[src/rtl/seg7_pkg.sv]
// Shared seven-segment definitions: segment bit positions and the
// active-high glyph table used by the scan driver.
package seg7_pkg;

    localparam int SEG_A = 6;
    localparam int SEG_B = 5;
    localparam int SEG_C = 4;
    localparam int SEG_D = 3;
    localparam int SEG_E = 2;
    localparam int SEG_F = 1;
    localparam int SEG_G = 0;

    localparam logic [6:0] BLANK = 7'b0000000;

    // Patterns are {a,b,c,d,e,f,g}, 1 = segment lit.
    function automatic logic [6:0] seg7_glyph_f(input logic [3:0] nib);
        logic [6:0] g;
        g = BLANK;
        case (nib)
            4'h0: g = 7'b1111110;
            4'h1: g = 7'b0110000;
            4'h2: g = 7'b1101101;
            4'h3: g = 7'b1111001;
            4'h4: g = 7'b0110011;
            4'h5: g = 7'b1011011;
            4'h6: g = 7'b1011111;
            4'h7: g = 7'b1110000;
            4'h8: g = 7'b1111111;
            4'h9: g = 7'b1111011;
            4'hA: g = 7'b1110111;
            4'hB: g = 7'b0011111;
            4'hC: g = 7'b1001110;
            4'hD: g = 7'b0111101;
            4'hE: g = 7'b1001111;
            4'hF: g = 7'b1000111;
            default: g = BLANK;
        endcase
        return g;
    endfunction

endpackage

[src/rtl/seg7_glyph.sv]
// Nibble to active-high segment pattern; in decimal mode the
// non-BCD codes render dark.
module seg7_glyph
    import seg7_pkg::*;
(
    input  logic [3:0] nibble,
    input  logic       hex_en,
    output logic [6:0] pattern
);

    always_comb begin
        pattern = seg7_glyph_f(nibble);
        if (!hex_en && (nibble > 4'd9))
            pattern = BLANK;
    end

endmodule

[src/rtl/seg7_scan_counter.sv]
// Multiplexed N-digit seven-segment driver with a loadable, incrementing
// value; the scan reads a per-frame shadow copy so frames never tear.
module seg7_scan_counter
    import seg7_pkg::*;
#(
    parameter int NUM_DIGITS     = 4,
    parameter int SCAN_DIV       = 12000,
    parameter int HEX            = 0,
    parameter int SEG_ACTIVE_LOW = 1,
    parameter int DIG_ACTIVE_LOW = 1,
    parameter int BLANK_LEADING  = 1
) (
    input  logic                    clk,
    input  logic                    rst_n,
    input  logic                    enable,
    input  logic                    load,
    input  logic [4*NUM_DIGITS-1:0] data_in,
    input  logic                    inc,
    input  logic [NUM_DIGITS-1:0]   dp_in,
    output logic [6:0]              seg,
    output logic                    dp,
    output logic [NUM_DIGITS-1:0]   dig_sel,
    output logic                    frame_done,
    output logic                    ovf
);

    localparam int IDX_W = (NUM_DIGITS > 1) ? $clog2(NUM_DIGITS) : 1;
    localparam int PRE_W = $clog2(SCAN_DIV);
    localparam int VW    = 4 * NUM_DIGITS;

    localparam logic [3:0] MAX_DIGIT = (HEX != 0) ? 4'd15 : 4'd9;
    localparam logic [6:0] SEG_OFF   = (SEG_ACTIVE_LOW != 0) ? 7'h7f : 7'h00;
    localparam logic       DP_OFF    = (SEG_ACTIVE_LOW != 0);
    localparam logic [NUM_DIGITS-1:0] DIG_OFF =
        (DIG_ACTIVE_LOW != 0) ? {NUM_DIGITS{1'b1}} : {NUM_DIGITS{1'b0}};

    logic [VW-1:0]         value;
    logic [NUM_DIGITS-1:0] dp_reg;
    logic [VW-1:0]         shadow_val;
    logic [NUM_DIGITS-1:0] shadow_dp;
    logic [PRE_W-1:0]      presc;
    logic [IDX_W-1:0]      idx;

    logic                  tick;
    logic                  last;
    logic [VW-1:0]         inc_val;
    logic                  inc_carry;
    logic [NUM_DIGITS-1:0] blank_vec;
    logic [3:0]            cur_nib;
    logic                  cur_blank;
    logic                  cur_dp;
    logic [6:0]            glyph;
    logic [6:0]            pat;
    logic [NUM_DIGITS-1:0] onehot;

    assign tick = enable && (presc == PRE_W'(SCAN_DIV - 1));
    assign last = (idx == IDX_W'(NUM_DIGITS - 1));

    // Ripple increment; codes above the radix maximum also wrap with carry.
    always_comb begin
        logic [3:0] nib;
        inc_val   = value;
        inc_carry = 1'b1;
        for (int k = 0; k < NUM_DIGITS; k++) begin
            nib = value[4*k +: 4];
            if (inc_carry) begin
                if (nib >= MAX_DIGIT) begin
                    nib = 4'd0;
                end else begin
                    nib       = nib + 4'd1;
                    inc_carry = 1'b0;
                end
            end
            inc_val[4*k +: 4] = nib;
        end
    end

    // A digit is a leading zero when it and all higher digits are zero.
    always_comb begin
        logic zero_run;
        blank_vec = '0;
        zero_run  = 1'b1;
        for (int k = NUM_DIGITS - 1; k >= 0; k--) begin
            zero_run     = zero_run && (shadow_val[4*k +: 4] == 4'd0);
            blank_vec[k] = zero_run && (k != 0) && (BLANK_LEADING != 0);
        end
    end

    always_comb begin
        cur_nib   = 4'd0;
        cur_blank = 1'b0;
        cur_dp    = 1'b0;
        for (int k = 0; k < NUM_DIGITS; k++) begin
            if (idx == IDX_W'(k)) begin
                cur_nib   = shadow_val[4*k +: 4];
                cur_blank = blank_vec[k];
                cur_dp    = shadow_dp[k];
            end
        end
    end

    seg7_glyph u_glyph (
        .nibble  (cur_nib),
        .hex_en  (HEX != 0),
        .pattern (glyph)
    );

    assign pat    = cur_blank ? BLANK : glyph;
    assign onehot = NUM_DIGITS'(1) << idx;

    always_ff @(posedge clk or negedge rst_n) begin
        if (!rst_n) begin
            value  <= '0;
            dp_reg <= '0;
            ovf    <= 1'b0;
        end else if (load) begin
            value  <= data_in;
            dp_reg <= dp_in;
            ovf    <= 1'b0;
        end else if (inc) begin
            value  <= inc_val;
            ovf    <= inc_carry;
        end else begin
            ovf    <= 1'b0;
        end
    end

    always_ff @(posedge clk or negedge rst_n) begin
        if (!rst_n) begin
            presc      <= '0;
            idx        <= '0;
            shadow_val <= '0;
            shadow_dp  <= '0;
            frame_done <= 1'b0;
        end else begin
            frame_done <= tick && last;
            if (tick) begin
                presc <= '0;
                idx   <= last ? '0 : idx + IDX_W'(1);
                if (last) begin
                    shadow_val <= value;
                    shadow_dp  <= dp_reg;
                end
            end else if (enable) begin
                presc <= presc + PRE_W'(1);
            end
        end
    end

    // Tick cycle drives everything dark, giving one cycle of digit dead time.
    always_ff @(posedge clk or negedge rst_n) begin
        if (!rst_n) begin
            seg     <= SEG_OFF;
            dp      <= DP_OFF;
            dig_sel <= DIG_OFF;
        end else if (!enable || tick) begin
            seg     <= SEG_OFF;
            dp      <= DP_OFF;
            dig_sel <= DIG_OFF;
        end else begin
            seg     <= (SEG_ACTIVE_LOW != 0) ? ~pat : pat;
            dp      <= cur_dp ^ DP_OFF;
            dig_sel <= (DIG_ACTIVE_LOW != 0) ? ~onehot : onehot;
        end
    end

endmodule
[config.mk]
export PLATFORM = sky130hd
export DESIGN_NAME = seg7_scan_counter
export DESIGN_NICKNAME = d
export VERILOG_FILES = /design/src/rtl/seg7_pkg.sv /design/src/rtl/seg7_glyph.sv /design/src/rtl/seg7_scan_counter.sv
export SDC_FILE = /design/constraint.sdc
export NUM_CORES = 1
export LEC_CHECK = 0
export ABC_AREA = 1
export CAP_MARGIN = 25
export CORE_MARGIN = 1.5
export CORE_UTILIZATION = 30
export CTS_CLUSTER_SIZE = 25
export DETAILED_ROUTE_END_ITERATION = 7
export GPL_ROUTABILITY_DRIVEN = 0
export MAX_ROUTING_LAYER = met4
export PLACE_DENSITY_LB_ADDON = 0.05
export SYNTH_ARGS = -nofsm -noshare
export SYNTH_HDL_FRONTEND = slang
export SYNTH_SLANG_ARGS = --single-unit
export TNS_END_PERCENT = 1
[constraint.sdc]
create_clock -name clk -period 3.41 [get_ports clk]
set_input_delay 0.8525 -clock clk [delete_from_list [all_inputs] [get_ports clk]]
set_output_delay 0.8525 -clock clk [all_outputs]
set_load 0.01 [all_outputs]
==> impl_metrics.tcl <==
set metrics [dict create \
    syn_to_final_growth_pct 23.1 \
    clockRootBuffer "clkbuf_16" \
    clockBufferDepth 2 \
    netlist_area_mm2 0.00385 \
    routedWlPerCell_um 12.0 \
    reg_top3 "shadow_val: 16 flops, value: 16 flops, presc: 14 flops" \
    timing.rr.start "idx[0]" \
    nNetsFinal 543 \
    syn_nets 501 \
    dieArea_mm2 0.0135 \
    crit_type "flop to flop" \
    path_max_fanout 10 \
    grt_max_degree 71 \
    synth_fa_ha_area_share_pct 7.48 \
    holdPathStages 1 \
    firstDrtPassIters 4 \
    cts.sinks 70 \
    die_w_um 116 \
    synthXorXnorAreaFrac_pct 2.28 \
    yosys_register_bits 70 \
    cts_setup_buffers 0 \
    synth-simple-area-share_pct 22.8 \
    r2r-end "seg[1]" \
    ant_nets 0 \
    critPathSlowestCell "o21ai_0" \
    grt.total_usage_pct 14.0 \
    crit_required_ns 3.68 \
    rsz0062_at_grt "no" \
    clk_latency_ns 0.34 \
    synth_edf_count 0 \
    worstMarginPinSlew_ns 0.667 \
    critPathCaptureType "flop" \
    grt_pass1_vias 2869 \
    critical_path.max_stage_delay_ns 0.57 \
    drtIter0Drc 112 \
    clk_pin_slew_ns 0.05 \
    cp_num_buf_inv 3 \
    core-area_mm2 0.0126 \
    synth_top_family_by_area "simple AND/OR/NAND/NOR gates" \
    min_to "dp" \
    syn_avg_cell_area_um2 8.49 \
    port_buffers 38 \
    synth_compound_area_share_pct 13.8 \
    fmax_ghz 0.411 \
    vias 2946 \
    dp_cells 656 \
    cts-resized-gates 0 \
    worstPathArrival_ns 2.70 \
    fin_setup_tns_ns 0 \
    finClkSkew_ns 0.00955 \
    startpoint_type "flop" \
    drv_slew 0 \
    p_leak_uw 0.00223 \
    synth-async-reset-ratio_pct 100 \
    r2r_slack_ns 0.98 \
    overflow 0 \
    dp_hpwl_mm 5.91 \
    io_pins 39 \
    fillers 1329 \
    crit_family "compound AO/OA/AOI/OAI gates" \
    netlist_instances 453 \
    antenna_cells 0 \
    row_count 41 \
    synth_seq_area_share_pct 45.9 \
    instances_no_fill 672 \
    viasPerCell 4.38 \
    finalCriticalPeriod_ns 2.43 \
    start_util_pct 30.6 \
    hold_viol 0 \
    synthMuxAreaShare_pct 0 \
    die_h_um 116 \
    r2r_cells 9 \
    cts_buffers 9 \
    cts_tree "done" \
    fin_crit_sh_pct 71.3 \
    cts_hold_buf 0 \
    crit_chain "ha_1 > inv_2 > o21ai_0 > inv_1 > ha_1 > nand3_1 > inv_1 > o21ai_0 > nand2_1" \
    yosysUniqueCellTypes 42 \
    slew_headroom_pct 55.0 \
    finalSetupViolCount 0 \
    yosysWarningCount 0 \
    wl_mm 8.06 \
    min_path_type "flop to flop" \
    antenna_found_initial 0 \
    synth_flop_cell "dfrtp_1" \
    grt_pass1_wl_mm 14.0 \
    drv_cap 0 \
    status "finished, final reports clean" \
    drive_gt1_share_pct 13.4 \
    hp-start "shadow_dp[3]" \
    power.density_mw_per_mm2 516 \
    drc_errors 0 \
    peakVddDrop_uv 214 \
    cts_max_level 3 \
]
[worst max-delay path by stage]
stage	slack, ns	startpoint	endpoint	cells past startpoint
after global routing	0.78	idx[0]	seg[1]	9
after global placement	0.87	load	value[8]	6
after CTS	0.94	idx[0]	seg[1]	9
after floorplan	1.45	idx[0]	seg[1]	13
after detailed placement	0.82	load	value[9]	6
final	0.98	idx[0]	seg[1]	9
[synthesized netlist by cell type, types with 3 or more instances]
cell     number  area share (%)
nand2_2       3            0.49
nor2_1       23             2.2
nor3_1        5            0.65
o21ai_2      19             4.3
ha_1         23             7.5
nand3_1      31             4.0
inv_1        50             4.9
dfrtp_1      58              38
a21oi_1      16             2.1
o21ai_0      32             4.2
dfstp_2      12             8.2
buf_6         4             1.2
a22oi_1       4            0.78
xor2_1        8             1.8
nand4_1       3            0.49
inv_2         4            0.39
nand2_1     125              12
[kinds of logic after synthesis]
family / Yosys count
adder cells (fa/ha/maj): 23
XOR/XNOR: 10
flip-flops: 70
AO/OA/AOI/OAI: 83
buffers and inverters: 67
AND/OR/NAND/NOR: 200
[cells in the final DEF, fill, tap and decap left out, types with 3 or more instances in the layout]
master | Yosys | final
nor3_1 | 5 | 5
xor2_1 | 8 | 8
nand2_1 | 125 | 125
o21ai_2 | 19 | 19
clkbuf_16 | 0 | 9
nand4_1 | 3 | 3
nand2_2 | 3 | 3
o21ai_0 | 32 | 32
clkdlybuf4s50_1 | 0 | 37
nor2_1 | 23 | 23
dfrtp_1 | 58 | 58
ha_1 | 23 | 23
inv_2 | 4 | 4
inv_1 | 50 | 50
dfstp_2 | 12 | 12
nand3_1 | 31 | 31
a22oi_1 | 4 | 4
clkbuf_8 | 0 | 3
a21oi_1 | 16 | 16
[metal layers]
| layer | track usage, % | up-vias | part of all wire, % |
|---|---|---|---|
| li1 | - | 1546 | - |
| met1 | 17.5 | 1345 | 50 |
| met2 | 21.5 | 41 | 44 |
| met3 | 4.26 | 14 | 3.4 |
| met4 | 5.37 | 0 | 1.8 |
| met5 | - | - | 0 |
[where the power goes]
part / switching [uW] / internal (uW) / leakage [uW] / total [uW]
registers: 85.4 / 923 / 0.000858 / 1010
clock network: 354 / 699 / 0.000166 / 1050
logic: 232 / 149 / 0.00120 / 382
[layout make-up]
type / count / area, um2 / area share [%]
timing repair buffer: 41 / 410 / 8.67
sequential: 70 / 1770 / 37.3
clock buffer: 13 / 270 / 5.71
clock inverter: 3 / 65.1 / 1.37
tap: 172 / 215 / 4.55
multi-input combinational: 316 / 1790 / 37.7
inverter: 57 / 220 / 4.65
[per-stage QoR]
step	hold WS, ns	worst slack (ns)	power, uW	util (%)	area [um2]
finish	0.486	0.980	2440	37.7	4730
global route	0.514	0.776	2590	37.7	4730
CTS	0.494	0.939	2480	37.7	4730
global placement	0.476	0.866	1410	35.0	4400
floorplan	0.409	1.45	1270	-	3850
detailed placement	0.481	0.816	1410	35.0	4400
Power figures use the tool's default switching activity.
